File: src/rtl/fifo_pkg.sv
// Shared constants and the clog2 helper for the peripheral FIFO family.
package fifo_pkg;

    localparam int FIFO_DEPTH_DEF = 16;
    localparam int FIFO_WIDTH_DEF = 32;
    localparam int AF_LEVEL_DEF   = 12;
    localparam int AE_LEVEL_DEF   = 4;

    // Number of address bits needed to index 'value' entries.
    function automatic int clog2(input int value);
        int result;
        int remain;
        result = 0;
        remain = value - 1;
        while (remain > 0) begin
            result = result + 1;
            remain = remain >> 1;
        end
        return result;
    endfunction

endpackage

File: src/rtl/fifo_ram.sv
// DEPTH x WIDTH storage with one synchronous write port and a registered read port.
module fifo_ram
    import fifo_pkg::*;
#(
    parameter int WIDTH = FIFO_WIDTH_DEF,
    parameter int DEPTH = FIFO_DEPTH_DEF,
    localparam int PTR_W = clog2(DEPTH)
) (
    input  logic             Clock,
    input  logic             Reset,
    input  logic             write_en,
    input  logic [PTR_W-1:0] write_addr,
    input  logic [WIDTH-1:0] write_data,
    input  logic             read_en,
    input  logic [PTR_W-1:0] read_addr,
    output logic [WIDTH-1:0] read_data
);

    logic [WIDTH-1:0] mem_reg [DEPTH];
    logic [WIDTH-1:0] read_data_reg;

    // Storage carries no reset so it can map onto block RAM.
    always_ff @(posedge Clock) begin
        if (write_en) begin
            mem_reg[write_addr] <= write_data;
        end
    end

    // A read to the slot being written in the same cycle returns the old word.
    always_ff @(posedge Clock or posedge Reset) begin
        if (Reset) begin
            read_data_reg <= '0;
        end else if (read_en) begin
            read_data_reg <= mem_reg[read_addr];
        end
    end

    assign read_data = read_data_reg;

endmodule

File: src/rtl/sync_fifo_param.sv
// Parametrised synchronous FIFO with sticky error flags and occupancy count.
// Watermark flags are built only when SYNC_FIFO_WATERMARK_EN is defined.
module sync_fifo_param
    import fifo_pkg::*;
#(
    parameter int WIDTH    = FIFO_WIDTH_DEF,
    parameter int DEPTH    = FIFO_DEPTH_DEF,
    parameter int AF_LEVEL = AF_LEVEL_DEF,
    parameter int AE_LEVEL = AE_LEVEL_DEF,
    localparam int PTR_W   = clog2(DEPTH)
) (
    input  logic             Clock,
    input  logic             Reset,
    input  logic             Write,
    input  logic             Read,
    input  logic             ClearFlags,
    input  logic [WIDTH-1:0] DataIn,
    output logic [WIDTH-1:0] DataOut,
    output logic [PTR_W:0]   Count,
    output logic             Full,
    output logic             Empty,
    output logic             AlmostFull,
    output logic             AlmostEmpty,
    output logic             Overflow,
    output logic             Underflow,
    output logic [PTR_W-1:0] ReadPtr,
    output logic [PTR_W-1:0] WritePtr
);

    localparam logic [PTR_W:0]   DEPTH_C = (PTR_W + 1)'(DEPTH);
    localparam logic [PTR_W:0]   CNT_ONE = (PTR_W + 1)'(1);
    localparam logic [PTR_W-1:0] PTR_ONE = (PTR_W)'(1);

    logic [PTR_W:0]   count_reg;
    logic [PTR_W:0]   count_next;
    logic [PTR_W-1:0] rd_ptr_reg;
    logic [PTR_W-1:0] wr_ptr_reg;
    logic             overflow_reg;
    logic             underflow_reg;
    logic             rd_ok;
    logic             wr_ok;

    // A full FIFO still takes a write when a read frees a slot in the same cycle.
    always_comb begin
        rd_ok      = Read && !Empty;
        wr_ok      = Write && (!Full || rd_ok);
        count_next = count_reg;
        if (wr_ok && !rd_ok) begin
            count_next = count_reg + CNT_ONE;
        end else if (rd_ok && !wr_ok) begin
            count_next = count_reg - CNT_ONE;
        end
    end

    always_ff @(posedge Clock or posedge Reset) begin
        if (Reset) begin
            count_reg     <= '0;
            rd_ptr_reg    <= '0;
            wr_ptr_reg    <= '0;
            overflow_reg  <= 1'b0;
            underflow_reg <= 1'b0;
        end else begin
            count_reg <= count_next;
            if (rd_ok) begin
                rd_ptr_reg <= rd_ptr_reg + PTR_ONE;
            end
            if (wr_ok) begin
                wr_ptr_reg <= wr_ptr_reg + PTR_ONE;
            end
            // Setting takes priority over a clear arriving in the same cycle.
            if (Write && !wr_ok) begin
                overflow_reg <= 1'b1;
            end else if (ClearFlags) begin
                overflow_reg <= 1'b0;
            end
            if (Read && Empty) begin
                underflow_reg <= 1'b1;
            end else if (ClearFlags) begin
                underflow_reg <= 1'b0;
            end
        end
    end

    fifo_ram #(
        .WIDTH (WIDTH),
        .DEPTH (DEPTH)
    ) u_ram (
        .Clock      (Clock),
        .Reset      (Reset),
        .write_en   (wr_ok),
        .write_addr (wr_ptr_reg),
        .write_data (DataIn),
        .read_en    (rd_ok),
        .read_addr  (rd_ptr_reg),
        .read_data  (DataOut)
    );

    assign Count     = count_reg;
    assign Full      = (count_reg == DEPTH_C);
    assign Empty     = (count_reg == '0);
    assign Overflow  = overflow_reg;
    assign Underflow = underflow_reg;
    assign ReadPtr   = rd_ptr_reg;
    assign WritePtr  = wr_ptr_reg;

`ifdef SYNC_FIFO_WATERMARK_EN
    localparam logic [PTR_W:0] AF_C = (PTR_W + 1)'(AF_LEVEL);
    localparam logic [PTR_W:0] AE_C = (PTR_W + 1)'(AE_LEVEL);

    assign AlmostFull  = (count_reg >= AF_C);
    assign AlmostEmpty = (count_reg <= AE_C);
`else
    assign AlmostFull  = 1'b0;
    assign AlmostEmpty = 1'b0;
`endif

endmodule

File: config.mk
export PLATFORM = sky130hd
export DESIGN_NAME = sync_fifo_param
export DESIGN_NICKNAME = d
export VERILOG_FILES = /design/src/rtl/fifo_pkg.sv /design/src/rtl/fifo_ram.sv /design/src/rtl/sync_fifo_param.sv
export SDC_FILE = /design/constraint.sdc
export NUM_CORES = 1
export LEC_CHECK = 0
export CORE_MARGIN = 3
export CORE_UTILIZATION = 60
export CTS_CLUSTER_DIAMETER = 100
export DETAILED_ROUTE_END_ITERATION = 8
export GPL_TIMING_DRIVEN = 1
export HOLD_SLACK_MARGIN = 0.03
export PLACE_DENSITY = 0.9
export SLEW_MARGIN = 0
export SYNTH_ARGS = -nofsm -noshare
export SYNTH_HDL_FRONTEND = slang
export SYNTH_SLANG_ARGS = --single-unit
File: constraint.sdc
create_clock -name Clock -period 3.41 [get_ports Clock]
set_input_delay 1.023 -clock Clock [delete_from_list [all_inputs] [get_ports Clock]]
set_output_delay 1.023 -clock Clock [all_outputs]
set_load 0.01 [all_outputs]
==> results.py, run 1 <==
metrics = {
    "cells_and_area": {
        "nets": 1125,
        "antenna_cells": 0,
        "layout_commonest_cell": "edfxtp_1",
        "area_growth_pct": 15.86,
        "drive_gt1_share_pct": 26.07,
        "largest_reg_flops": 512,
        "final_cell_mix": "512 x edfxtp_1, 128 x mux4_2, 85 x clkdlybuf4s50_1",
    },
    "worst_setup_path": {
        "startpoint_type": "flip-flop",
        "crit_type": "reg2out",
        "path_max_fanout": 5,
        "arrival_ns": 2.29,
        "cp.required_ns": 2.39,
        "end_kind": "primary output",
        "rr_startpoint": "Count[1]",
        "r2r_setup_slack_ns": 0.38,
        "reg2reg_to": "Count[4]",
        "reg2reg_depth": 11,
    },
    "die": {
        "die-area_um2": 37830,
        "pin_count": 88,
        "row_count": 68,
        "start_util_pct": 61.27,
        "die_w_um": 194.5,
        "die_h_um": 194.5,
        "core_area_um2": 34800,
    },
    "worst_hold_path": {
        "hold_path_class": "reg2reg",
        "min_path_cells": 2,
        "hp-start": "u_ram.read_data[12]",
        "min_to": "u_ram.read_data[12]",
    },
    "power": {
        "p_leak_nw": 8.049,
        "internal_power_mw": 14.45,
        "power_density_nw_per_um2": 827.1,
        "netSwitchingPower_mw": 5.988,
        "ir_drop_uv": 639.7,
        "p_sw_share_pct": 29.30,
        "power_frac_comb_pct": 28.3,
        "power_mw": 20.43,
        "seq_power_share_pct": 44.2,
        "clkPwrFrac_pct": 27.4,
    },
    "run": {
        "maxCapViolations": 0,
    },
    "outcome": {
        "status": "completed",
    },
    "sta": {
        "timing.final.crit_share_pct": 97.17,
        "setup_viol": 0,
        "finalHoldViolations": 0,
        "rsz0062_at_grt": "no",
        "maxSlewHeadroom_pct": 43.85,
        "fin_tns_setup_ns": 0,
        "drv_slew": 0,
        "fin_crit_ns": 3.314,
        "fmax_ghz": 0.3018,
        "fin_skew_ns": 0.01542,
        "worst_pin_slew_ns": 0.8422,
    },
    "synth": {
        "synth_cells": 950,
        "synth_seq_cells": 559,
        "synthArstFlopShare_pct": 8.408,
        "synth_flop_cell": "edfxtp_1",
        "synth_edf_count": 512,
        "yosysWarnings": 0,
        "avgSynthCellArea_um2": 22.44,
        "yosysUniqueCellTypes": 38,
        "ys_seq_area_share_pct": 77.62,
        "synth.cell_area_um2": 21320,
    },
    "grt": {
        "grt_usage_pct": 26.77,
        "grt_pass1_vias": 11390,
        "grt_pass1_wl_um": 74840,
        "grt_start_max_net_pins": 64,
        "gr-total-overflow": 0,
        "antenna_found_initial": 1,
    },
    "clock_network": {
        "post_cts_resize_count": 0,
        "cts_tree": "yes",
        "insertion_delay_ns": 0.57,
        "cts_setup_buffers": 1,
        "clock_path_buffers": 3,
        "h-tree-depth": 2,
        "cts_root_buffer": "clkbuf_16",
        "hold_buffers": 0,
        "path_clk_slew_ns": 0.07,
        "numCtsBuffers": 51,
        "cts_sinks": 559,
    },
    "routing": {
        "wl_um": 50020,
        "dr.first_iter.drc_count": 1415,
        "vias": 10800,
        "drc": 0,
        "wl_per_cell_um": 31.76,
        "drtAntennaViolNets": 0,
        "route.detailed.vias_per_inst": 6.855,
        "first_pass_iters": 5,
    },
    "placed_design": {
        "place_congestion": 0.7545,
        "port_buffers": 85,
        "dp_hpwl_um": 25960,
    },
}
cells by family after synthesis:
logic type | share of synthesized area [%]
buffers and inverters | 1.367
adder cells (fa/ha/maj) | 0.6220
flip-flops | 77.62
AO/OA/AOI/OAI | 2.535
multiplexers | 16.05
XOR/XNOR | 0.3697
other | 0.01759
AND/OR/NAND/NOR | 1.414
critical path, stage by stage (launching register included):
cell,delay [ns]
dfrtp_1,0.45
or4_4,0.55
nor2_1,0.15
clkdlybuf4s50_1,0.57
per-layer routing:
| layer | global-route usage (%) | part of all wire, % | vias up |
|---|---|---|---|
| met5 | 0 | 0.026 | - |
| met4 | 10.05 | 3.6 | 2 |
| met3 | 5.235 | 9.1 | 140 |
| met2 | 43.94 | 51 | 753 |
| met1 | 36.54 | 36 | 5674 |
| li1 | - | - | 4227 |
Yosys cell counts, types with 2 or more instances:
cell type  number  area share, %
nor3_1          2          0.047
nand4_1         2          0.059
xnor2_1         8           0.33
a21o_1          2          0.070
buf_4           5           0.18
a21oi_1        16           0.38
mux2_2         15           0.79
buf_1           5          0.088
nor3b_1         2          0.070
mux2i_1        37            1.7
o221ai_2        5           0.35
buf_2          20           0.47
dfrtp_1        47            5.5
o21ai_0         3          0.070
edfxtp_1      512             72
nand2_1        28           0.49
a22o_1          2          0.082
clkbuf_1       19           0.33
o221ai_1       13           0.53
ha_1            9           0.53
mux4_2        128             14
o22ai_1        28           0.82
nor2_1          4          0.070
buf_6           3           0.16
inv_1           7           0.12
and2_1         16           0.47
per-stage QoR:
step                hold WS [ns]  cell area (um2)  setup WS [ns]  cells  util [%]
global placement          0.4781            23060         0.1416   1479     66.27
detailed placement        0.4896            23060        0.01618   1479     66.27
CTS                       0.4986            24700        0.06401   1575     70.99
finish                    0.4919            24700        0.09642   1575     70.99
floorplan                 0.5177            21330         0.3941    951         -
global route              0.5182            24700        0.01401   1575     70.99
power by group through the flow:
| stage | Combinational (mW) | Sequential (mW) | Clock [mW] |
|---|---|---|---|
| after detailed placement | 5.68 | 9.13 | 0 |
| final | 5.79 | 9.04 | 5.60 |
| after global routing | 6.13 | 9.10 | 5.88 |
| after floorplan | 3.77 | 8.91 | 0 |
| after global placement | 5.42 | 9.05 | 0 |
| after CTS | 5.83 | 9.03 | 5.64 |
cell type report:
type / instances / area (um2)
Tap cell: 455 / 569.3
Clock buffer: 73 / 1441
Timing Repair Buffer: 126 / 1396
Fill cell: 1835 / 10090
Multi-Input combinational cell: 332 / 4512
Inverter: 8 / 30.03
Clock inverter: 22 / 192.7
Sequential cell: 559 / 16560
worst max-delay path by stage:
stage	from	to	slack (ns)	cells past startpoint
after detailed placement	Read	Count[4]	0.02	10
after global placement	Read	Count[4]	0.14	10
after global routing	Count[1]	Empty	0.01	3
after floorplan	Count[0]	Count[4]	0.39	12
final	Count[1]	Empty	0.1	3
after CTS	Count[1]	Empty	0.06	3
Power figures use the tool's default switching activity.
==> run 2, diff against run 1 <==
--- a/config.mk
+++ b/config.mk
@@ -7,6 +7,7 @@
 export LEC_CHECK = 0
 export CORE_MARGIN = 3
 export CORE_UTILIZATION = 60
+export CTS_BUF_LIST = sky130_fd_sc_hd__clkbuf_16
 export CTS_CLUSTER_DIAMETER = 100
 export DETAILED_ROUTE_END_ITERATION = 8
 export GPL_TIMING_DRIVEN = 1
@@ -15,4 +16,5 @@
 export SLEW_MARGIN = 0
 export SYNTH_ARGS = -nofsm -noshare
 export SYNTH_HDL_FRONTEND = slang
+export SYNTH_HIERARCHICAL = 1
 export SYNTH_SLANG_ARGS = --single-unit
==> results.py, run 2 <==
metrics = {
    "placed_design": {
        "port_buffers": 85,
        "place_congestion": 0.8150,
        "dp_hpwl_um": 28720,
        "place.detailed.instances": 1495,
        "place_area_um2": 23400,
        "dpl_worst_slack_ns": -0.01431,
    },
    "synth": {
        "synth_edf_count": 512,
        "synth.cell_area_um2": 21630,
        "synth_cells": 958,
        "yosysWarnings": 6,
        "synth_flop_cell": "edfxtp_1",
        "synth_top_cell_by_area": "edfxtp_1",
        "ys_seq_area_share_pct": 76.52,
        "synthArstFlopShare_pct": 8.408,
        "synth_top_cells_by_count": "512 x edfxtp_1, 128 x mux4_2, 47 x dfrtp_1, 46 x nor2_1, 33 x mux2i_1",
        "avgSynthCellArea_um2": 22.58,
        "synth_top_area_share_pct": 71.08,
        "synth.most_common_cell": "edfxtp_1",
        "synth_seq_cells": 559,
        "synthTopCellsByArea": "edfxtp_1 71%, mux4_2 13%, dfrtp_1 5.4%",
        "yosysUniqueCellTypes": 51,
    },
    "clock_network": {
        "post_cts_resize_count": 0,
        "clock_path_buffers": 3,
        "h-tree-depth": 2,
        "hold_buffers": 0,
        "insertion_delay_ns": 0.58,
        "numCtsBuffers": 53,
        "cts_sinks": 559,
        "cts_tree": "yes",
        "cts_root_buffer": "clkbuf_16",
        "cts_setup_buffers": 0,
        "path_clk_slew_ns": 0.06,
    },
    "cells_and_area": {
        "multi_input_area_um2": 4761,
        "nets": 1141,
        "drive_gt1_share_pct": 28.37,
        "largest_reg_flops": 512,
        "regArea_um2": 16560,
        "fillers": 1854,
        "layout_commonest_cell": "edfxtp_1",
        "fin_cells": 1597,
        "final_area_um2": 25180,
        "area_growth_pct": 16.43,
        "final_cell_mix": "512 x edfxtp_1, 128 x mux4_2, 85 x clkdlybuf4s50_1",
        "antenna_cells": 0,
    },
    "die": {
        "row_count": 68,
        "pin_count": 88,
        "core_area_um2": 35050,
        "die-area_um2": 38360,
        "die_h_um": 195.9,
        "die_w_um": 195.9,
        "start_util_pct": 61.70,
    },
    "sta": {
        "fin_ws_ns": 0.04201,
        "fin_crit_ns": 3.368,
        "timing.final.crit_share_pct": 98.77,
        "rsz0062_at_grt": "no",
        "holdWs_ns": 0.4908,
        "worst_pin_slew_ns": 1.046,
        "maxSlewHeadroom_pct": 30.26,
        "drv_slew": 0,
        "setup_viol": 0,
        "fmax_ghz": 0.2969,
        "finalHoldViolations": 0,
        "fin_skew_ns": 0.01559,
    },
    "worst_setup_path": {
        "path_max_fanout": 6,
        "startpoint_type": "flip-flop",
        "reg2reg_depth": 10,
        "crit_type": "reg2out",
        "end_kind": "primary output",
        "cp.required_ns": 2.39,
        "arrival_ns": 2.34,
    },
    "routing": {
        "dr.first_iter.drc_count": 1655,
        "vias": 11180,
        "route.detailed.vias_per_inst": 6.998,
        "drc": 0,
        "first_pass_iters": 5,
        "drtAntennaViolNets": 0,
        "wl_per_cell_um": 33.69,
        "wl_um": 53800,
    },
    "run": {
        "maxCapViolations": 0,
    },
    "grt": {
        "antenna_found_initial": 0,
        "grt_pass1_vias": 11650,
        "grt_usage_pct": 28.54,
        "grt_start_max_net_pins": 65,
        "grt_pass1_wl_um": 79940,
        "gr-total-overflow": 0,
    },
    "worst_hold_path": {
        "min_path_cells": 1,
        "hold_path_class": "reg2reg",
    },
    "power": {
        "power_density_nw_per_um2": 860.5,
        "ir_drop_uv": 553.1,
        "p_leak_nw": 8.218,
        "power_mw": 21.67,
    },
    "outcome": {
        "status": "completed",
    },
}
-- run 2: cell count changes after synthesis, sizes merged, moves of 4 or more --
cell    before  now
nand2       28    2
and2        16    2
a221oi       0   32
nand3b       0    5
mux2        15    3
mux2i       37   33
o22ai       28   32
nor2         4   46
buf         33   39
o221ai      18    1
a21oi       16    2
-- run 2: layer usage --
layer  track usage (%)  up-vias  wire length, um
li1                  -     4334                -
met1             39.69     5769            18890
met2             46.00      897            26900
met3             5.152      176             5814
met4             11.46        0             2204
met5                 0        -                0
-- run 2: cell type report --
| class | instances | share of cell area (%) |
|---|---|---|
| Sequential cell | 559 | 65.75 |
| Multi-Input combinational cell | 338 | 18.90 |
| Timing Repair Buffer | 138 | 5.952 |
| Clock buffer | 55 | 5.465 |
| Tap cell | 455 | 2.261 |
| Clock inverter | 45 | 1.560 |
| Inverter | 7 | 0.1043 |
-- run 2: through the flow --
step,util [%],TNS (ns)
global route,71.84,0
finish,71.84,0
detailed placement,66.75,-0.01431
floorplan,-,-24.04
global placement,66.75,0
CTS,71.80,0
-- run 2: kinds of logic after synthesis --
logic type	synth area share [%]
mux	15.03
xor+xnor	0.3240
buf+inv	2.129
flops	76.52
fa+ha+maj	0.4396
other cells	0.01734
simple gates	1.712
compound gates	3.829
-- run 2: final timing paths --
path / start / end / slack, ns
max in group asynchronous: Reset / ReadPtr[2] / 2.05
max: Count[1] / Empty / 0.04
max reg2reg: Count[1] / Count[4] / 0.42
min in group asynchronous: Reset / u_ram/read_data[13] / 0.71
min: Overflow / Overflow / 0.49
min reg2reg: Overflow / Overflow / 0.49
-- run 2: critical path, stage by stage, from the launching register on --
cell and delay (ns):
dfrtp_1 0.46, or4_4 0.59, nor2_1 0.16, clkdlybuf4s50_1 0.56
-- run 2: where the power goes --
| part | internal [mW] | switching, mW | leakage [nW] |
|---|---|---|---|
| sequential | 8.46 | 0.688 | 5.16 |
| combinational | 3.05 | 3.47 | 2.16 |
| clock | 3.45 | 2.55 | 0.896 |
| total | 15.0 | 6.71 | 8.22 |
==> run 3, diff against run 2 <==
--- a/config.mk
+++ b/config.mk
@@ -12,6 +12,7 @@
 export DETAILED_ROUTE_END_ITERATION = 8
 export GPL_TIMING_DRIVEN = 1
 export HOLD_SLACK_MARGIN = 0.03
+export MAX_ROUTING_LAYER = met4
 export PLACE_DENSITY = 0.9
 export SLEW_MARGIN = 0
 export SYNTH_ARGS = -nofsm -noshare
==> results.py, run 3 (synthesis results as in run 2) <==
metrics = {
    "outcome": {
        "status": "completed",
    },
    "placed_design": {
        "place_area_um2": 23400,
        "place.detailed.instances": 1495,
        "dpl_worst_slack_ns": -0.01431,
        "dp_hpwl_um": 28720,
        "port_buffers": 85,
        "place_congestion": 0.8271,
    },
    "routing": {
        "wl_met3_um": 5675,
        "route.detailed.vias_per_inst": 6.997,
        "first_pass_iters": 5,
        "wl_met1_um": 19020,
        "drc": 0,
        "wl_um": 53770,
        "wl_per_cell_um": 33.67,
        "maxUsedRoutingLayer": "met4",
        "dr.first_iter.drc_count": 1641,
        "drtAntennaViolNets": 0,
        "vias": 11180,
        "met2RoutedLength_um": 26840,
    },
    "cells_and_area": {
        "drive_gt1_share_pct": 28.37,
        "nets": 1141,
        "antenna_cells": 0,
        "layout_commonest_cell": "edfxtp_1",
        "fillers": 1854,
        "fin_cells": 1597,
        "area_growth_pct": 16.43,
        "final_cell_mix": "512 x edfxtp_1, 128 x mux4_2, 85 x clkdlybuf4s50_1",
        "largest_reg_flops": 512,
        "final_area_um2": 25180,
        "regArea_um2": 16560,
        "multi_input_area_um2": 4761,
    },
    "sta": {
        "fin_ws_ns": 0.04335,
        "drv_slew": 0,
        "holdWs_ns": 0.4901,
        "worst_pin_slew_ns": 1.014,
        "setup_viol": 0,
        "finalHoldViolations": 0,
        "fmax_ghz": 0.2970,
        "fin_crit_ns": 3.367,
        "fin_skew_ns": 0.01380,
        "rsz0062_at_grt": "no",
        "timing.final.crit_share_pct": 98.73,
        "maxSlewHeadroom_pct": 32.41,
    },
    "clock_network": {
        "cts_setup_buffers": 0,
        "insertion_delay_ns": 0.57,
        "cts_root_buffer": "clkbuf_16",
        "cts_tree": "yes",
        "path_clk_slew_ns": 0.06,
        "numCtsBuffers": 53,
        "h-tree-depth": 2,
        "clock_path_buffers": 3,
        "post_cts_resize_count": 0,
        "hold_buffers": 0,
        "cts_sinks": 559,
    },
    "die": {
        "core_area_um2": 35050,
        "die-area_um2": 38360,
        "start_util_pct": 61.70,
        "die_h_um": 195.9,
        "pin_count": 88,
        "row_count": 68,
        "die_w_um": 195.9,
    },
    "worst_setup_path": {
        "startpoint": "Count[1]",
        "r2r_setup_slack_ns": 0.42,
        "path_buf_inv": 1,
        "crit_type": "reg2out",
        "cp-endpoint": "Empty",
        "crit_cells": 3,
        "reg2reg_to": "Count[4]",
        "cp_slowest_cell": "or4_4",
        "end_kind": "primary output",
        "path_max_fanout": 6,
        "reg2reg_depth": 10,
        "cp.required_ns": 2.39,
        "rr_startpoint": "Count[1]",
        "startpoint_type": "flip-flop",
        "arrival_ns": 2.34,
        "worstPathCellList": "or4_4, nor2_1, clkdlybuf4s50_1",
        "cp_slowest_stage_delay_ns": 0.59,
        "cp_top_family": "simple AND/OR/NAND/NOR gates",
    },
    "power": {
        "ir_drop_uv": 549.1,
        "clkPwrFrac_pct": 27.8,
        "p_sw_share_pct": 30.95,
        "seq_power_share_pct": 42.2,
        "power_frac_comb_pct": 30.1,
        "internal_power_mw": 14.96,
        "power_density_nw_per_um2": 860.2,
        "netSwitchingPower_mw": 6.704,
        "p_leak_nw": 8.218,
    },
    "grt": {
        "grt_pass1_wl_um": 79930,
        "grt_usage_pct": 29.42,
        "grt_pass1_vias": 11610,
        "gr-total-overflow": 0,
        "antenna_found_initial": 0,
        "grt_start_max_net_pins": 65,
    },
    "worst_hold_path": {
        "hold_path_class": "reg2reg",
    },
    "run": {
        "maxCapViolations": 0,
    },
}
-- run 3: cell counts in the layout (fill, tap and decap cells not counted) --
No cell type changed its count.
-- run 3: power groups by stage --
stage	Combinational, mW	Sequential (mW)	Clock [mW]
after floorplan	4.34	9.02	0
after global placement	6.06	9.13	0
after detailed placement	6.31	9.22	0
after CTS	6.51	9.14	6.06
after global routing	6.80	9.21	6.29
final	6.51	9.14	6.01
-- run 3: worst min path at each step --
stage,depth (start not counted),start,endpoint,slack [ns]
after floorplan,1,Overflow,Overflow,0.53
after global placement,1,Overflow,Overflow,0.49
after detailed placement,1,Overflow,Overflow,0.48
after CTS,1,Overflow,Overflow,0.49
after global routing,1,Overflow,Overflow,0.52
final,1,Overflow,Overflow,0.49
-- run 3: stage by stage --
step / power, mW / utilization (%) / setup TNS (ns)
after floorplan: 13.36 / - / -24.04
after global placement: 15.19 / 66.75 / 0
after detailed placement: 15.53 / 66.75 / -0.01431
after CTS: 21.70 / 71.80 / 0
after global routing: 22.30 / 71.84 / 0
final: 21.66 / 71.84 / 0
-- run 3: cell type report --
type,instances,area share (%)
multi-input combinational,338,18.90
clock buffer,55,5.465
clock inverter,45,1.560
timing repair buffer,138,5.952
inverter,7,0.1043
tap,455,2.261
sequential,559,65.75
-- run 3: layer usage --
metal | vias to the layer above | GRT usage, %
met2 | 929 | 46.26
met1 | 5742 | 39.74
li1 | 4324 | -
met3 | 180 | 5.032
met4 | 0 | 11.01
met5 | - | -
